### src/rtl/pc_ctrl.sv
// Program counter controller: sequences instruction addresses through
// IDLE/RUN/DONE, resolving halt, absolute jumps and relative branches.
module pc_ctrl #(
    parameter logic [10:0] START_ADDR = 11'h000
) (
    input  logic        CLK,
    input  logic        Reset,
    input  logic        start,
    input  logic        halt,
    input  logic        jmp,
    input  logic        branch,
    input  logic        cond,
    input  logic [5:0]  idx_in,
    output logic [5:0]  lut_index,
    output logic        lut_jmp,
    input  logic [10:0] lut_out,
    output logic [10:0] pc,
    output logic        busy,
    output logic        done,
    output logic [15:0] icount,
    output logic [1:0]  state_dbg
);

    // No handshake: start is a level request sampled on every rising edge;
    // control inputs describe the instruction at pc and are consumed only in RUN.
    typedef enum logic [1:0] {
        IDLE = 2'd0,
        RUN  = 2'd1,
        DONE = 2'd2
    } state_t;

    state_t      state;
    state_t      next_state;
    logic [10:0] pc_next;
    logic [15:0] icount_next;

    assign lut_index = idx_in;
    assign lut_jmp   = jmp;
    assign state_dbg = state;

    always_comb begin
        next_state  = state;
        pc_next     = pc;
        icount_next = icount;
        case (state)
            IDLE, DONE: begin
                if (start) begin
                    next_state  = RUN;
                    pc_next     = START_ADDR;
                    icount_next = 16'h0000;
                end
            end
            RUN: begin
                icount_next = (icount == 16'hFFFF) ? icount : icount + 16'd1;
                if (halt) begin
                    next_state = DONE;
                end else if (jmp) begin
                    pc_next = lut_out;
                end else if (branch && cond) begin
                    // lut_out is a two's complement offset; 11-bit add wraps naturally
                    pc_next = pc + lut_out;
                end else begin
                    pc_next = pc + 11'd1;
                end
            end
            default: begin
                next_state = IDLE;
            end
        endcase
    end

    always_ff @(posedge CLK) begin
        if (Reset) begin
            state  <= IDLE;
            pc     <= START_ADDR;
            icount <= 16'h0000;
            busy   <= 1'b0;
            done   <= 1'b0;
        end else begin
            state  <= next_state;
            pc     <= pc_next;
            icount <= icount_next;
            busy   <= (next_state == RUN);
            done   <= (next_state == DONE);
        end
    end

endmodule

### config.mk
export PLATFORM = sky130hd
export DESIGN_NAME = pc_ctrl
export DESIGN_NICKNAME = d
export VERILOG_FILES = /design/src/rtl/pc_ctrl.sv
export SDC_FILE = /design/constraint.sdc
export NUM_CORES = 1
export LEC_CHECK = 0
export CORE_ASPECT_RATIO = 1.25
export CORE_UTILIZATION = 43
export CTS_CLUSTER_SIZE = 12
export DETAILED_ROUTE_END_ITERATION = 7
export PLACE_DENSITY = 0.77
export SLEW_MARGIN = 20
export SYNTH_ARGS = -nofsm -noshare
export SYNTH_HDL_FRONTEND = slang
export SYNTH_SLANG_ARGS = --single-unit
### constraint.sdc
create_clock -name CLK -period 2.5 [get_ports CLK]
set_input_delay 0.5 -clock CLK [delete_from_list [all_inputs] [get_ports CLK]]
set_output_delay 0.5 -clock CLK [all_outputs]
set_load 0.01 [all_outputs]
Word-level counts from Yosys, hierarchy flattened
Cells that the tools add are included.
{ "totals": {"reg_bits": 31, "latch_bits": 0, "ram_bits": 0, "romBits": 0, "in_bits": 24, "out_inout_bits": 38, "memories": 0} }
{ "op_classes": {"addsub": 3, "n_mul": 0, "n_div": 0, "magnitude_cmp": 0, "eq_ne": 8, "n_shift": 0, "muxes": 11, "n_bitwise": 0, "n_reduce_logical": 6} }
{ "op_table": {"columns": ["op", "count"], "rows": [
  ["2-to-1 mux 11 bit", 4],
  ["2-to-1 mux 16 bit", 2],
  ["case mux 16 bit (2 select lines)", 1],
  ["case mux 11 bit (2 select lines)", 1],
  ["adder 16 x 1 -> 16 bit (second input constant)", 1],
  ["equality test 16 bit (second input constant)", 1],
  ["adder 11 x 1 -> 11 bit (second input constant)", 1],
  ["adder 11 bit", 1],
  ["!= test 2 bit (second input constant)", 3],
  ["AND reduction 3 bit", 2],
  ["equality test 2 x 1 -> 1 bit (second input constant)", 2],
  ["equality test 2 bit (second input constant)", 2],
  ["2-to-1 mux 2 bit", 2],
  ["case mux 2 bit (2 select lines)", 1],
  ["logical NOT 2 bit", 1],
  ["nonzero test 2 bit", 1],
  ["OR reduction 2 bit", 1],
  ["logical AND 1 bit", 1]
]} }

Logic depth before layout (Yosys ltp)
{ "depth": {"ltp_word": 5, "ltp_mapped": 10} }

Least setup slack after synthesis
OpenSTA, ideal clock, no wires.
{ "synth_timing": {"path_kind": "in2reg", "start": "in cond", "end": "reg pc[10]", "setup_ps": 123, "arrival_ps": 2245, "required_time_ps": 2377, "path_slack_ps": 132, "stages": 10, "path_buffers": 1, "path_cell_list": "clkbuf_1 -> nand3b_1 -> ha_1 -> inv_1 -> fa_1 -> nor2b_1 -> o2111a_1 -> o31a_1 -> o211a_1 -> mux2_1"} }
{ "synth_via": {"elab_chain_len": 5} }
{ "synth_rtl": {"columns": ["item", "line_no", "rtl"], "rows": [
  ["from (decl)", "12", "input logic cond,"],
  ["logical AND 1 bit", "59", "end else if (branch && cond) begin"],
  ["2-to-1 mux 11 bit", "59", null],
  ["2-to-1 mux 11 bit", "57", "end else if (jmp) begin"],
  ["2-to-1 mux 11 bit", "55", "if (halt) begin"],
  ["case mux 11 bit (2 select lines)", "45", "case (state)"],
  ["to (signal assigned)", "81", "pc <= pc_next;"],
  ["to (decl)", "17", "output logic [10:0] pc,"]
]} }
No other way between the ends. The select of a mux whose other input is x is not followed.
A chain may end at the register's enable or synchronous reset.

Final worst setup path
{ "layout_timing": {"start": "in lut_out[2]", "end": "reg pc[10]"} }
{ "layout_via": {"elab_chain_len": 5} }
{ "layout_rtl": {"columns": ["item", "line_no", "rtl"], "rows": [
  ["from (decl)", "16", "input logic [10:0] lut_out,"],
  ["adder 11 bit", "61", "pc_next = pc + lut_out;"],
  ["2-to-1 mux 11 bit", "59", null],
  ["2-to-1 mux 11 bit", "57", null],
  ["2-to-1 mux 11 bit", "55", null],
  ["case mux 11 bit (2 select lines)", "45", null]
]} }
No other way between the ends. The select of a mux whose other input is x is not followed.

==> run summary <==
Clock Tree Root: clkbuf_8
max-cap viol count: 0
Ports: 62
Hold Crit Class: reg -> reg
unrepaired setup endpoints after global routing: no
Worst Setup Slack post-DPL: -0.398 ns
Seq pwr share: 41.4%
actual slew at the worst max-slew pin: 0.512 ns
final worst path period need: 2.38 ns
total placed instance area: 2790 µm²
Buf+Inv Stages, Crit Path: 1
width of the die: 64.1 µm
total grt overflow: 0
number of cells on the critical path: 8
Synth Flop Type: dfxtp_1
Final #Nets: 361
switch share: 24.8%
peak supply drop: 265 µV
DRT iter0 DRCs: 163
Hold Buf Count CTS: 0
status: completed
fin cells: 384
Worst-path clk slew: 0.07 ns
most common cell after layout, fill and taps aside: clkdlybuf4s50_1
Switching Power: 0.307 mW
final-report hold violation count: 0
Worst path slowest cell: clkdlybuf4s50_1
fmax: 0.421 GHz
clock power share: 42.0%
CTS H-tree lvls: 2
routed via count: 2162
Clock Sinks: 31
vias in the first global route: 2096
most frequent cells in the layout: clkdlybuf4s50_1 (46), buf_4 (34), dfxtp_1 (31)
Pleak: 1.19 nW
Final Cycle Share: 95.1%
Core Footprint: 4530 µm²
critical setup path kind: in -> reg
fin. max-slew vios: 0
final-layout fill cell count: 418
global-route wire length before repair: 9.21 mm
Rel. slew slack: 65.6%
TNS Setup: 0 ns
Synth Instances: 253
Synth warnings: 0
GR Util All Layers: 22.7%
EDFF count, synth: 0
Seq/Total Area, Yosys: 29.9%
Synth Cell Area: 2070 µm²
family with the most delay on the worst path: compound AO/OA/AOI/OAI gates
Power Density: 424 nW/µm²
Worst Path Max Fanout: 3
Antenna Nets Post-Route: 0
iteration count of the initial detailed-routing pass: 5
Starting Density: 45.8%
Mapped Nets: 289
share of cells above drive strength 1: 14.7%
post-synthesis async set-or-reset flop share: 0%
Logic pwr share: 16.6%
drt drc: 0
syn_area_per_cell: 8.20 µm²
R2R depth: 9
Worst-Skew Late Latency: 0.28 ns
crit path cell chain: clkdlybuf4s50_1, and3_1, ha_1, nor2b_4, o2111a_1, o31a_1, o211a_1, mux2_1
worst-case clock buffer depth: 2
num rows: 27
fin area: 2930 µm²
Setup crit end kind: register
internal power: 0.934 mW
nature of the critical path startpoint: input pin
Final GP Congestion: 0.906
Netlist cell types: 52
final setup margin: 0.123 ns
CTS Buf Count: 5
Worst Path Required: 2.67 ns
synthesized flop and latch total: 31
Largest stage delay, worst path: 0.41 ns
clk_skew: 0.00517 ns
# diodes: 0
Area growth syn-to-layout: 41.1%
cell count after placement: 375
Post-DP HPWL: 4.27 mm
worst hold stages: 2
largest net degree at the start of global routing: 21
Avg WL per Cell: 14.4 µm
die footprint: 5110 µm²
crit path DAT: 2.55 ns
Detailed Route WL: 5.54 mm
final setup fails: 0
Vias/cell: 5.63
CTS tree: done
I/O Buffers: 49
height of the die: 79.7 µm
antenna violations before repair: 0
-- worst paths after layout --
| kind | slack (ns) | startpoint | to |
|---|---|---|---|
| max | 0.12 | lut_out[2] | pc[10]$_SDFFE_PP0P_ |
| min | 0.51 | pc[2]$_SDFFE_PP0P_ | pc[2]$_SDFFE_PP0P_ |
| max reg2reg | 0.41 | pc[0]$_SDFFE_PP0P_ | pc[8]$_SDFFE_PP0P_ |
| min reg2reg | 0.51 | pc[2]$_SDFFE_PP0P_ | pc[2]$_SDFFE_PP0P_ |
-- flip-flops by register name, summed over array words and instances (netlist names) --
name       cells
busy           1
done           1
icount        16
pc            11
state_dbg      2
-- worst reg2reg max path, stage by stage (launching register included) --
cell	delay [ns]
dfxtp_1	0.37
ha_2	0.19
inv_1	0.06
fa_2	0.41
nor2b_4	0.14
o2111a_1	0.23
nor3_1	0.06
buf_4	0.15
a2111o_1	0.36
o221ai_1	0.07
-- kinds of logic (layout without fill, tap and decap cells) --
group                      Yosys count  after routing  synth area share [%]
and+or+nand+nor                     96             96                  24.7
AOI/OAI and AO/OA                   69             69                  22.9
DFF                                 31             31                  29.9
buffers and inverters               24             97                  5.67
xor gates and xnor gates            17             17                  7.18
adders and majority gates           12             12                  7.60
muxes                                4              4                  2.05
-- per-stage QoR --
| step | utilization (%) | total power, mW | hold slack [ns] |
|---|---|---|---|
| 6_report | 64.7 | 1.24 | 0.511 |
| 5_1_grt | 64.7 | 1.29 | 0.553 |
| 4_1_cts | 64.3 | 1.26 | 0.513 |
| 3_5_place_dp | 61.6 | 0.729 | 0.503 |
| 3_3_place_gp | 61.6 | 0.727 | 0.490 |
| 2_1_floorplan | - | 0.630 | 0.508 |
-- power groups by stage --
stage / combinational, mW / clock (mW) / sequential (mW)
6_report: 0.206 / 0.522 / 0.514
5_1_grt: 0.224 / 0.550 / 0.515
4_1_cts: 0.204 / 0.539 / 0.514
3_3_place_gp: 0.202 / 0 / 0.525
3_5_place_dp: 0.204 / 0 / 0.525
2_1_floorplan: 0.102 / 0 / 0.528
-- per-layer routing --
metal	share of wire [%]	up-vias	global-route usage [%]
met2	50	75	41.9
met3	5.2	10	4.14
li1	-	1077	-
met1	43	1000	26.0
met5	0	-	0
met4	1.8	0	7.33
-- cells in the mapped netlist (all sizes together), types with 5 or more instances --
master  instances  area, µm²
and3           12       75.1
xnor2           8       70.1
inv             6       22.5
a21oi          15       75.1
dfxtp          31        621
xor2            9       78.8
o21ai           9       45.0
nand3          11       55.1
buf             8       57.6
nand4           5       31.3
ha             11        138
a22oi           6       45.0
nand2           7       26.3
nor3            6       30.0
clkbuf         10       37.5
nor2           30        113
-- cell type report --
cell class                 count  area (µm²)  share of cell area [%]
clock buffer                   6        82.6                    2.82
timing repair buffer          83         746                    25.5
sequential                    31         621                    21.2
clock inverter                 2        35.0                    1.20
tap                           58        72.6                    2.48
multi-input combinational    198        1350                    46.1
inverter                       6        22.5                   0.769
-- what timing repair did --
action / CTS / global route
endpoints found under the setup margin: 2 / 3
pin swaps: 0 / 1
setup buffers: 0 / 1
gates resized for setup: 5 / 2
Power figures use the tool's default switching activity.
